$ cat config.mk
export PLATFORM = sky130hd
export DESIGN_NAME = mem_ctrl_be
export DESIGN_NICKNAME = d
export VERILOG_FILES = /design/src/rtl/mem_ctrl_pkg.sv /design/src/rtl/mem_be_array.sv /design/src/rtl/mem_ctrl_be.sv
export SDC_FILE = /design/constraint.sdc
export NUM_CORES = 1
export LEC_CHECK = 0
export ABC_AREA = 1
export CORE_UTILIZATION = 40
export CTS_CLUSTER_DIAMETER = 80
export DETAILED_ROUTE_END_ITERATION = 8
export PLACE_DENSITY = 0.67
export SYNTH_ARGS = -nofsm -noshare
export SYNTH_HDL_FRONTEND = slang
export SYNTH_SLANG_ARGS = --single-unit
$ cat constraint.sdc
create_clock -name clk -period 5.5 [get_ports clk]
set_input_delay 1.1 -clock clk [delete_from_list [all_inputs] [get_ports clk]]
set_output_delay 1.1 -clock clk [all_outputs]
set_load 0.05 [all_outputs]
$ cat src/rtl/mem_ctrl_pkg.sv
// mem_ctrl_pkg: shared types and constants for the byte-enable command/data memory.
//   rsp_state_e : response-stage occupancy (EMPTY / FULL)
//   err_cause_e : why a request was rejected (also handy for benches)
//   be_width()  : byte-enable width for a given data width
package mem_ctrl_pkg;

    typedef enum logic [0:0] {
        RSP_EMPTY,
        RSP_FULL
    } rsp_state_e;

    typedef enum logic [1:0] {
        ERR_NONE,
        ERR_RANGE,
        ERR_LOCK
    } err_cause_e;

    localparam int unsigned DATA_W_DEFAULT = 32;
    localparam int unsigned BE_W           = DATA_W_DEFAULT / 8;

    function automatic int unsigned be_width(input int unsigned data_w);
        return data_w / 8;
    endfunction

endpackage

$ cat src/rtl/mem_be_array.sv
// mem_be_array: word-addressed storage with per-byte write enables.
// The lowest CMD_DEPTH words are cleared by the synchronous reset; the
// remaining words have no reset and keep their contents across it.
// Ports:
//   clk, rst_n : clock, synchronous active-low reset
//   we         : write strobe (already qualified by the caller)
//   waddr      : write word address
//   wdata, wbe : write data and byte enables
//   raddr      : read word address (combinational read)
//   rdata      : read data; 0 when raddr is beyond DEPTH
module mem_be_array
    import mem_ctrl_pkg::*;
#(
    parameter int unsigned DATA_W    = 32,
    parameter int unsigned DEPTH     = 16,
    parameter int unsigned ADDR_W    = 4,
    parameter int unsigned CMD_DEPTH = 4
) (
    input  logic                  clk,
    input  logic                  rst_n,
    input  logic                  we,
    input  logic [ADDR_W-1:0]     waddr,
    input  logic [DATA_W-1:0]     wdata,
    input  logic [DATA_W/8-1:0]   wbe,
    input  logic [ADDR_W-1:0]     raddr,
    output logic [DATA_W-1:0]     rdata
);

    localparam int unsigned BW = be_width(DATA_W);

    logic [DATA_W-1:0] words [DEPTH];

    for (genvar w = 0; w < DEPTH; w++) begin : g_word
        logic [DATA_W-1:0] word_q;
        logic              hit;

        assign hit      = we && (waddr == ADDR_W'(w));
        assign words[w] = word_q;

        if (w < CMD_DEPTH) begin : g_cmd
            always_ff @(posedge clk) begin
                if (!rst_n) begin
                    word_q <= '0;
                end else if (hit) begin
                    for (int b = 0; b < BW; b++) begin
                        if (wbe[b]) word_q[8*b +: 8] <= wdata[8*b +: 8];
                    end
                end
            end
        end else begin : g_data
            // Data words deliberately have no reset.
            always_ff @(posedge clk) begin
                if (hit) begin
                    for (int b = 0; b < BW; b++) begin
                        if (wbe[b]) word_q[8*b +: 8] <= wdata[8*b +: 8];
                    end
                end
            end
        end
    end

    assign rdata = (32'(raddr) < DEPTH) ? words[raddr] : '0;

endmodule

$ cat src/rtl/mem_ctrl_be.sv
// mem_ctrl_be: parametrised command/data memory with byte enables, a
// valid/ready request/response handshake, a lockable command region and
// out-of-range error reporting. One response per accepted request, one
// cycle after acceptance; the response register holds under backpressure.
// Ports:
//   clk, rst_n                      : clock, synchronous active-low reset
//   req_valid/req_ready             : request handshake
//   req_wr, req_addr, req_wdata, req_be : request fields (sampled on accept)
//   cmd_lock                        : write-protect words 0..CMD_DEPTH-1
//   rsp_valid/rsp_ready             : response handshake
//   rsp_wr, rsp_rdata, rsp_err      : response fields
module mem_ctrl_be
    import mem_ctrl_pkg::*;
#(
    parameter int unsigned DATA_W    = 32,
    parameter int unsigned DEPTH     = 16,
    parameter int unsigned ADDR_W    = 4,
    parameter int unsigned CMD_DEPTH = 4
) (
    input  logic                  clk,
    input  logic                  rst_n,
    input  logic                  req_valid,
    output logic                  req_ready,
    input  logic                  req_wr,
    input  logic [ADDR_W-1:0]     req_addr,
    input  logic [DATA_W-1:0]     req_wdata,
    input  logic [DATA_W/8-1:0]   req_be,
    input  logic                  cmd_lock,
    output logic                  rsp_valid,
    input  logic                  rsp_ready,
    output logic                  rsp_wr,
    output logic [DATA_W-1:0]     rsp_rdata,
    output logic                  rsp_err
);

    rsp_state_e        state_q, state_d;
    logic              rsp_wr_q, rsp_wr_d;
    logic              rsp_err_q, rsp_err_d;
    logic [DATA_W-1:0] rsp_rdata_q, rsp_rdata_d;

    logic              accept;
    err_cause_e        err_cause;
    logic              req_err;
    logic              mem_we;
    logic [DATA_W-1:0] mem_rdata;

    // Request side
    assign req_ready = rst_n && ((state_q == RSP_EMPTY) || rsp_ready);
    assign accept    = req_valid && req_ready;

    always_comb begin
        err_cause = ERR_NONE;
        if (32'(req_addr) >= DEPTH) begin
            err_cause = ERR_RANGE;
        end else if (req_wr && cmd_lock && (32'(req_addr) < CMD_DEPTH)) begin
            err_cause = ERR_LOCK;
        end
    end

    assign req_err = (err_cause != ERR_NONE);
    assign mem_we  = accept && req_wr && !req_err;

    mem_be_array #(
        .DATA_W    (DATA_W),
        .DEPTH     (DEPTH),
        .ADDR_W    (ADDR_W),
        .CMD_DEPTH (CMD_DEPTH)
    ) u_array (
        .clk   (clk),
        .rst_n (rst_n),
        .we    (mem_we),
        .waddr (req_addr),
        .wdata (req_wdata),
        .wbe   (req_be),
        .raddr (req_addr),
        .rdata (mem_rdata)
    );

    // Response stage: next state and payload
    always_comb begin
        state_d     = state_q;
        rsp_wr_d    = rsp_wr_q;
        rsp_err_d   = rsp_err_q;
        rsp_rdata_d = rsp_rdata_q;

        unique case (state_q)
            RSP_EMPTY: begin
                if (accept) state_d = RSP_FULL;
            end
            RSP_FULL: begin
                // Accept while full implies rsp_ready: the slot is replaced.
                if (accept)         state_d = RSP_FULL;
                else if (rsp_ready) state_d = RSP_EMPTY;
            end
            default: state_d = RSP_EMPTY;
        endcase

        if (accept) begin
            rsp_wr_d    = req_wr;
            rsp_err_d   = req_err;
            // Read sees the array before this edge, which already holds any
            // write accepted on an earlier edge.
            rsp_rdata_d = (!req_wr && !req_err) ? mem_rdata : '0;
        end
    end

    always_ff @(posedge clk) begin
        if (!rst_n) begin
            state_q     <= RSP_EMPTY;
            rsp_wr_q    <= 1'b0;
            rsp_err_q   <= 1'b0;
            rsp_rdata_q <= '0;
        end else begin
            state_q     <= state_d;
            rsp_wr_q    <= rsp_wr_d;
            rsp_err_q   <= rsp_err_d;
            rsp_rdata_q <= rsp_rdata_d;
        end
    end

    assign rsp_valid = (state_q == RSP_FULL);
    assign rsp_wr    = rsp_wr_q;
    assign rsp_err   = rsp_err_q;
    assign rsp_rdata = rsp_rdata_q;

endmodule

# After elaboration in Yosys (flattened, before gate mapping)
# Index checks and enable logic that the tools add are counted.
# word_totals
regBits	547
latch_bits	0
mem_bits_rw	0
rom_bits	0
input_bits	46
out_inout_bits	36
wordCells	188
mem_count	0
# op_classes
addsub	0
mul	0
div_mod_pow	0
magnitude_cmp	2
n_eq_ne	15
n_shift	0
mux	9
bitwise_logic	2
reduce_logical	92
# ops
cell	count
$bmux 32 s4	1
$reduce_and 2->1	64
$mux 32	3
$eq 4x4->1 const B	8
$logic_and 1x1->1	23
$eq 4x3->1 const B	4
$eq 4x2->1 const B	2
$ge 5x5->1 const B	1
$not 4->5	1
$eq 4x1->1 const B	1
$logic_not 4->1	1
$lt 4x3->1 const B	1
$mux 1	3
$logic_not 1->1	2
$mux 2	1
$pmux 1 s2	1
$reduce_bool 2->1	1
$logic_or 1x1->1	1
$not 1->1	1

# Longest topological paths before layout
# Gate-level depths: netlist of run 1.
# logic_depth
ltp_word	8
ltp_mapped	12
depth_no_buf	9

# Cells and area by module
# Synthesis of run 1 repeated with hierarchy kept, for this count alone.
# hier_totals
hier_cells	2957
area_unflattened_um2	24666.2
# by_module_without_submodules
module	instances	cells_each	area_per_inst_um2	seq_area_each_um2
mem_be_array	1	2724	23105.9	14093.5
mem_ctrl_be	1	233	1560.2	700.7

# Worst setup path after synthesis of run 1
# Ideal clock, no wire load.
# synth_timing
path_kind	input to register
startpoint	input port rst_n
endpoint	register u_array.g_word[15].word_q[0], enable pin
setup_time_ns	0.370
arrival_ns	2.630
required_time_ns	5.130
slack_ns	2.500
stages	8
path_buffers	2
path_cell_list	inv_2 > nor2_4 > nand3_1 > nor2_1 > buf_2 > buf_4 > nand3_1 > nor2_1
# synth_between
elab_chain_len	6
# synth_rtl
item	line_no	source
from (decl)	mem_ctrl_be.sv:21	input logic rst_n,
$logic_and 1x1->1	mem_ctrl_be.sv:48	assign req_ready = rst_n && ((state_q == RSP_EMPTY) || rsp_ready);
via req_ready	mem_ctrl_be.sv:23	output logic req_ready,
$logic_and 1x1->1	mem_ctrl_be.sv:49	assign accept = req_valid && req_ready;
$logic_and 1x1->1 (2 in a row)	mem_ctrl_be.sv:61	assign mem_we = accept && req_wr && !req_err;
$logic_and 1x1->1	mem_be_array.sv:37	assign hit = we && (waddr == ADDR_W'(w));
$reduce_and 2->1 (no line)	n/a	
to (signal, indexed assignment)	mem_be_array.sv:55	if (wbe[b]) word_q[8*b +: 8] <= wdata[8*b +: 8];
to (decl)	mem_be_array.sv:34	logic [DATA_W-1:0] word_q;
# The timed path passes the listed nets, and every way through them passes these cells.
# A chain may end at the register's enable or synchronous reset.

# Final worst setup path of run 1
# layout_timing
startpoint	input port rst_n
endpoint	output port req_ready
# layout_between
elab_chain_len	1
# layout_rtl
item	line_no
$logic_and 1x1->1	mem_ctrl_be.sv:48
to (decl)	mem_ctrl_be.sv:23
# Every way passes these cells.

==> reports/results.tsv, run 1 <==
metric	value	unit
CP endpoint kind	primary output	
number of port buffers	81	
Setup crit start kind	input port	
Top Ports	82	
hold bufs inserted after CTS	0	
Die Y	244	um
synth warn	0	
CTS clk-pin slew, worst paths	60	ps
Remaining DRCs	0	
All-Layer GR Usage	0.220	
share of cells above drive strength 1	0.0517	
Post-DRT Antenna Nets	0	
Worst Skew	17.2	ps
WP buf/inv	3	
WS Path Type	input port to primary output	
post-detail-place hpwl	40.5	mm
pre-CTS setup slack	974	ps
post-synth top area share	0.491	
Max transition margin	0.212	
final worst path period share	0.730	
Die ar.	0.0597	mm2
CP cell instances	clkdlybuf4s50_1 > inv_4 > nor2_4 > clkdlybuf4s50_1	
CP max FO	65	
worst skew pair latency	620	ps
final-report hold violation count	0	
cell count after synthesis	2657	
cell family with most CP delay	buffers and inverters	
CTS Buffer Depth	3	
max-cap check violation count	0	
DR iter-0 viols	1930	
Row Count	88	
Worst Hold Slack	450	ps
Synth area leader	edfxtp_1	
CTS tree	built	
Pre-Repair DR Iteration Count	5	
Area contributors post-synth	edfxtp_1 (49%), nand2_1 (24%), dfxtp_1 (14%)	
Final setup viols	0	
vias in the first global route	17700	
GR Overflow Total	0	
Yosys cell types	20	
Core Area	0.0579	mm2
final setup TNS	0	ps
Sink Count	547	
Num CTS Buffers	57	
most frequent cell on the critical path	clkdlybuf4s50_1	
largest net degree at the start of global routing	118	
Critical Path Slowest Stage Cell	clkdlybuf4s50_1	
Worst Path Required	4400	ps
synthesized cell area	0.0235	mm2
post-cts gate resize count	0	
Leakage	10.6	nW
first-pass GRT wire length	101	mm
Wirelength per Cell	19.1	um
worst hold path class	flop to flop	
vias per cell	5.34	
Mapped Nets	2703	
Filler Cell Count	5517	
Initial Utilization	0.406	
Power Density	335	mW/mm2
Final min period	4020	ps
worst slew pin tran	1180	ps
Root Buffer	clkbuf_16	
drt total wl	66.2	mm
H-tree levels	2	
max-slew violations	0	
Worst VDD drop	243	uV
sequential fraction of the synthesis area	0.629	
post-CTS setup buffer count	0	
Via Count	18600	
#FFs+latches synth	547	
register area	0.0148	mm2
Achievable Freq	0.249	GHz
initial antenna violation count	3	
multi-input combinational cell area	0.00791	mm2
Syn-to-layout area delta	13.9	%
delay of the slowest cell on the worst path	820	ps
outcome	completed	
RSZ-0062 raised after global routing	false	
PnR worst setup slack	1480	ps
final RePlAce weighted congestion	0.870	
Mean Syn Cell Area	8.85	um2
final net count	2704	
WP data arrival	2920	ps
chip width	244	um
-- cell type report --
| class | count | area share |
|---|---|---|
| multi-input cells | 1924 | 0.295 |
| inverters | 16 | 0.00262 |
| clock inverters | 38 | 0.0149 |
| flip-flops and latches | 547 | 0.553 |
| clock buffers | 70 | 0.0586 |
| repair buffers | 112 | 0.0400 |
| diodes | 1 | 0.0000935 |
| well taps | 765 | 0.0358 |
-- kinds of logic after synthesis --
logic type	share of synthesized area
DFF	0.629
buffers and inverters	0.0355
AOI/OAI and AO/OA	0.0414
and+or+nand+nor	0.294
-- Yosys cell counts --
cell type	instances
a211oi_1	1
a21oi_1	161
buf_1	5
buf_2	69
buf_4	13
clkbuf_1	83
clkinv_1	1
dfxtp_1	163
edfxtp_1	384
inv_1	12
inv_2	3
nand2_1	1507
nand2_2	1
nand3_1	30
nand4_1	128
nor2_1	58
nor2_2	2
nor2_4	1
nor3_4	3
o21ai_0	32
-- path summary, 6_finish.rpt --
kind / startpoint / end / slack (ps) / cells past startpoint
hold reg to reg: rsp_err / rsp_err / 450 / 2
setup reg to reg: rsp_valid / u_array.g_word[15].word_q[20] / 2480 / 8
setup / recovery: rst_n / req_ready / 1480 / 4
hold / removal: rsp_err / rsp_err / 450 / 2
-- registers in the layout, summed over array words and instances, names as in the netlist --
name	count
rsp_wr	1
u_array.g_word.word_q	512
rsp_valid	1
rsp_rdata	32
rsp_err	1
-- metal layers --
metal  GRT usage  vias up  share of wire
met5           0        -        0.00039
met3      0.0421      132          0.080
li1            -     8765              -
met4      0.0689        4          0.028
met1       0.299     8877           0.43
met2       0.353      778           0.46
-- cells in the final DEF, fill, tap and decap left out --
cell type / instances
clkdlybuf4s50_1: 79
a211oi_1: 1
inv_1: 11
clkbuf_1: 7
bufinv_16: 8
clkinvlp_4: 5
clkbuf_8: 4
dfxtp_1: 163
inv_4: 2
edfxtp_1: 384
clkinv_2: 13
nand2_2: 1
nand3_1: 30
diode_2: 1
nor2_4: 5
clkinvlp_2: 1
nor2_2: 2
clkbuf_16: 60
nand4_1: 128
inv_2: 1
inv_6: 3
o21ai_0: 32
nor3_4: 3
a21oi_1: 161
nor2_1: 54
buf_4: 30
clkinv_1: 10
buf_12: 2
nand2_1: 1507
-- where the power goes --
part	internal [W]	total [W]	leakage [nW]	switching, W
clock network	0.00240	0.00401	0.957	0.00161
registers	0.00442	0.00442	4.77	0.00000583
logic	0.000121	0.000544	4.84	0.000423
total	0.00693	0.00897	10.6	0.00204
-- worst min-delay path: stages (launching register included) --
cell and delay [ps]:
dfxtp_1 310, inv_1 50, a21oi_1 50
-- per-stage QoR --
stage	std cells	util	total power, W	instance area (um2)
floorplan	2657	-	0.00481	23500
global placement	3364	0.428	0.00504	24800
detailed placement	3364	0.428	0.00505	24800
CTS	3472	0.462	0.00902	26800
global route	3472	0.462	0.00923	26800
finish	3473	0.462	0.00897	26800
Note: power is estimated with default switching activity, not from simulation.
==> run 2: changes to the inputs <==
==> constraint.sdc (replaced) <==
create_clock -name clk -period 3.7 [get_ports clk]
set_input_delay 0.74 -clock clk [delete_from_list [all_inputs] [get_ports clk]]
set_output_delay 0.74 -clock clk [all_outputs]
set_load 0.05 [all_outputs]
==> run 2 against run 1 <==
Power increased by 48%. Setup slack got worse by 860 ps. Clock skew increased by 2.0 ps. Highest routed layer unchanged. Critical path type unchanged. Core utilization increased by 0.73 points. Register-to-register slack got worse by 1100 ps. Critical endpoint unchanged.
==> reports/results.tsv, run 2 (same netlist as run 1, synthesis figures left out) <==
metric	value	unit
final-report hold violation count	0	
Die Y	244	um
Setup crit start kind	input port	
Pre-Repair DR Iteration Count	5	
worst hold path class	flop to flop	
Worst VDD drop	330	uV
hold bufs inserted after CTS	0	
Syn-to-layout area delta	15.7	%
CP cell instances	clkdlybuf4s50_1 > inv_4 > nor2_4 > clkdlybuf4s50_1	
drt total wl	66.7	mm
commonest non-fill, non-tap cell in the layout	nand2_1	
max-cap check violation count	0	
max FFs per register	512	
Die ar.	0.0597	mm2
CTS tree	built	
Power Density	488	mW/mm2
DR iter-0 viols	1969	
outcome	completed	
initial antenna violation count	4	
CP endpoint kind	primary output	
Post-DRT Antenna Nets	0	
Sink Count	547	
Final min period	3080	ps
vias per cell	5.31	
Row Count	88	
largest net degree at the start of global routing	129	
final setup TNS	0	ps
final RePlAce weighted congestion	0.829	
max-slew violations	0	
Core Area	0.0579	mm2
Root Buffer	clkbuf_16	
number of port buffers	81	
Remaining DRCs	0	
post-detail-place hpwl	41.7	mm
Num CTS Buffers	55	
CTS Buffer Depth	3	
Max transition margin	0.309	
delay of the slowest cell on the worst path	850	ps
chip width	244	um
largest reg by FF count	u_array.g_word.word_q	
Via Count	18700	
post-cts gate resize count	0	
vias in the first global route	18200	
Worst Skew	19.3	ps
Critical Path Slowest Stage Cell	clkdlybuf4s50_1	
RSZ-0062 raised after global routing	false	
post-route cell area	0.0272	mm2
Achievable Freq	0.325	GHz
total power	0.0133	W
most frequent cell on the critical path	clkdlybuf4s50_1	
share of cells above drive strength 1	0.0700	
Final Instance Count excl. Fillers	3525	
All-Layer GR Usage	0.221	
WS Path Type	input port to primary output	
most frequent cells in the layout	nand2_1 (1507), edfxtp_1 (384), dfxtp_1 (163)	
H-tree levels	2	
Initial Utilization	0.406	
Worst Path Required	2960	ps
area of placed instances	0.0253	mm2
Wirelength per Cell	18.9	um
placed insts	3420	
WP data arrival	2340	ps
Finished Core Util	0.470	
first-pass GRT wire length	102	mm
worst slew pin tran	1030	ps
Leakage	10.9	nW
Final setup viols	0	
final worst path period share	0.831	
worst skew pair latency	610	ps
CTS clk-pin slew, worst paths	60	ps
Top Ports	82	
GR Overflow Total	0	
CP max FO	3	
post-CTS setup buffer count	0	
final net count	2758	
Filler Cell Count	5489	
run 2: cell types whose count changed in the layout (fill, tap and decap cells not counted), sizes merged:
cell	previous run	this run
inv	17	16
clkbuf	71	79
bufinv	8	7
clkinvlp	6	0
diode	1	2
clkinv	23	18
buf	32	88
run 2: worst max-delay path, delay by kind of cell:
family	cells	cell delay, ps
buf+inv	3	1450
simple gates	1	130
run 2: layer usage:
metal | wire (um) | vias to the layer above | part of all wire | track usage
li1 | - | 8865 | - | -
met1 | 27900 | 8882 | 0.42 | 0.299
met2 | 30900 | 827 | 0.46 | 0.355
met3 | 5780 | 141 | 0.087 | 0.0410
met4 | 1980 | 4 | 0.030 | 0.0796
met5 | 28 | - | 0.00042 | 0
run 2: path summary, 6_finish.rpt:
kind / from / end / slack, ps / cells after the start
min: rsp_err / rsp_err / 450 / 2
min reg2reg: rsp_err / rsp_err / 450 / 2
max: rst_n / req_ready / 620 / 4
max reg2reg: rsp_valid / u_array.g_word[9].word_q[10] / 1420 / 8
run 2: cell type report:
cell class / count / area, um2 / area share
inverter: 16 / 70.1 / 0.00258
sequential: 547 / 14800 / 0.544
multi-input combinational: 1924 / 7910 / 0.291
antenna: 2 / 5.00 / 0.000184
clock buffer: 78 / 1620 / 0.0594
tap: 765 / 957 / 0.0352
timing repair buffer: 168 / 1540 / 0.0566
clock inverter: 25 / 303 / 0.0111
run 2: power breakdown:
part           switching, W  internal, W  leakage, nW
clock               0.00236      0.00352        0.954
sequential       0.00000921      0.00656         4.77
combinational      0.000633     0.000190         5.15
total               0.00300       0.0103         10.9
run 2: through the flow:
step | hold WS, ps | worst slack (ps)
finish | 453 | 624
CTS | 458 | 613
detailed placement | 449 | 427
global placement | 438 | 488
global route | 476 | 557
floorplan | 441 | 1060
==> run 3: changes to the inputs <==
==> constraint.sdc (replaced) <==
create_clock -name clk -period 3.1 [get_ports clk]
set_input_delay 0.62 -clock clk [delete_from_list [all_inputs] [get_ports clk]]
set_output_delay 0.62 -clock clk [all_outputs]
set_load 0.05 [all_outputs]
==> run 3 against run 2 <==
Via count up 1.4%. Clock power is 23% higher. Setup slack worse by 180 ps. Highest routed layer unchanged. Clock skew fell by 8.5 ps. Largest power group unchanged. Non-clock buffer count up 49. Critical endpoint is now rsp_err.
==> reports/results.tsv, run 3 (same netlist as run 1, synthesis figures left out) <==
metric	value	unit
CTS clk-pin slew, worst paths	60	ps
max-cap check violation count	0	
final worst path period share	0.856	
worst skew pair latency	600	ps
Leakage	11.1	nW
CTS Buffer Depth	3	
Num CTS Buffers	54	
switching power	0.00358	W
final RePlAce weighted congestion	0.841	
crit path from	rsp_err	
Clk pwr share	0.450	
Row Count	88	
Die Y	244	um
Worst Skew	10.8	ps
WS Path Type	flop to primary output	
outcome	completed	
final net count	2806	
hold bufs inserted after CTS	0	
Achievable Freq	0.377	GHz
share of cells above drive strength 1	0.0866	
largest net degree at the start of global routing	163	
Internal	0.0125	W
Top Ports	82	
cell family with most CP delay	buffers and inverters	
Sw Ratio	0.222	
post-route cell area	0.0277	mm2
worst slew pin tran	850	ps
Post-DRT Antenna Nets	0	
most frequent cells in the layout	nand2_1 (1507), edfxtp_1 (384), dfxtp_1 (163)	
Wirelength per Cell	18.6	um
vias in the first global route	18400	
Remaining DRCs	0	
initial antenna violation count	5	
reg2reg setup slack	850	ps
register area	0.0148	mm2
final setup TNS	0	ps
chip width	244	um
DR iter-0 viols	2154	
commonest non-fill, non-tap cell in the layout	nand2_1	
number of port buffers	81	
Syn-to-layout area delta	17.6	%
Filler Cell Count	5429	
post-cts gate resize count	0	
Worst Path Required	2480	ps
CP cell instances	clkdlybuf4s50_1	
CTS tree	built	
max FFs per register	512	
first-pass GRT wire length	103	mm
CP max FO	2	
Core Area	0.0579	mm2
Critical Path Slowest Stage Cell	clkdlybuf4s50_1	
RSZ-0062 raised after global routing	false	
Levels on crit path	1	
reg2reg end	u_array.g_word[2].word_q[13]	
Die ar.	0.0597	mm2
Sink Count	547	
multi-input combinational cell area	0.00791	mm2
Critical Path Sink	rsp_err	
Power Density	583	mW/mm2
Worst VDD drop	526	uV
H-tree levels	2	
area of placed instances	0.0256	mm2
final-report hold violation count	0	
worst hold path class	flop to flop	
WP data arrival	2030	ps
WP buf/inv	1	
sequential power share	0.486	
Max transition margin	0.431	
max-slew violations	0	
Via Count	19000	
Root Buffer	clkbuf_16	
All-Layer GR Usage	0.221	
largest reg by FF count	u_array.g_word.word_q	
Pre-Repair DR Iteration Count	6	
reg2reg start	rsp_valid	
total power	0.0161	W
GR Overflow Total	0	
Initial Utilization	0.406	
drt total wl	66.5	mm
Final min period	2650	ps
Reg2Reg Depth	9	
Gate power share	0.063	
post-detail-place hpwl	42.3	mm
vias per cell	5.31	
Final setup viols	0	
delay of the slowest cell on the worst path	880	ps
CP endpoint kind	primary output	
post-CTS setup buffer count	0	
Setup crit start kind	flop	
==> run 3: cell types whose count changed in the layout (fill, tap and decap cells not counted), sizes merged <==
| cell | before | now |
|---|---|---|
| buf | 88 | 138 |
| bufinv | 7 | 11 |
| clkbuf | 79 | 71 |
| clkdlybuf4s50 | 79 | 78 |
| clkinvlp | 0 | 3 |
| diode | 2 | 1 |
| inv | 16 | 15 |
==> run 3: per-stage QoR <==
stage               std cells   util  hold WS (ps)  setup slack [ps]
floorplan                2657      -           441               580
global placement         3469  0.443           447              47.5
detailed placement       3469  0.443           453              6.91
CTS                      3570  0.477           464               426
global route             3570  0.477           477               364
finish                   3571  0.477           461               446
==> run 3: worst min path at each step <==
stage                                 startpoint                            to  slack, ps  cells past startpoint
detailed placement                        rsp_wr                        rsp_wr        450                      2
finish               u_array.g_word[0].word_q[9]   u_array.g_word[0].word_q[9]        460                      2
CTS                  u_array.g_word[0].word_q[8]   u_array.g_word[0].word_q[8]        460                      2
floorplan            u_array.g_word[2].word_q[0]   u_array.g_word[2].word_q[0]        440                      2
global route        u_array.g_word[0].word_q[18]  u_array.g_word[0].word_q[18]        480                      2
global placement    u_array.g_word[0].word_q[14]  u_array.g_word[0].word_q[14]        450                      2
==> run 3: final cells by class <==
type                       count  share of cell area
clock buffer                  70              0.0563
antenna                        1           0.0000905
multi-input combinational   1924               0.286
sequential                   547               0.535
clock inverter                31              0.0161
inverter                      16             0.00253
tap                          765              0.0346
timing repair buffer         217              0.0694
==> run 3: power groups by stage <==
stage / Combinational [W] / Sequential, W / Clock, W
global placement: 0.000992 / 0.00800 / 0
detailed placement: 0.00100 / 0.00800 / 0
global route: 0.00110 / 0.00784 / 0.00762
CTS: 0.00101 / 0.00784 / 0.00735
floorplan: 0.000504 / 0.00804 / 0
finish: 0.00102 / 0.00784 / 0.00726
==> run 3: worst register-to-register path, stage by stage (launching register included) <==
cell and delay (ps):
dfxtp_1 310, inv_1 50, nor2_1 60, nor2_4 110, nand3_1 140, nor2_4 400
buf_4 420, nand3_1 370, nand2_1 160, a21oi_1 80
==> run 3: metal layers <==
metal	vias up	GRT usage	part of all wire
li1	8962	-	-
met3	144	0.0404	0.083
met2	831	0.359	0.47
met1	9034	0.297	0.42
met5	-	0	0.00072
met4	8	0.0768	0.029
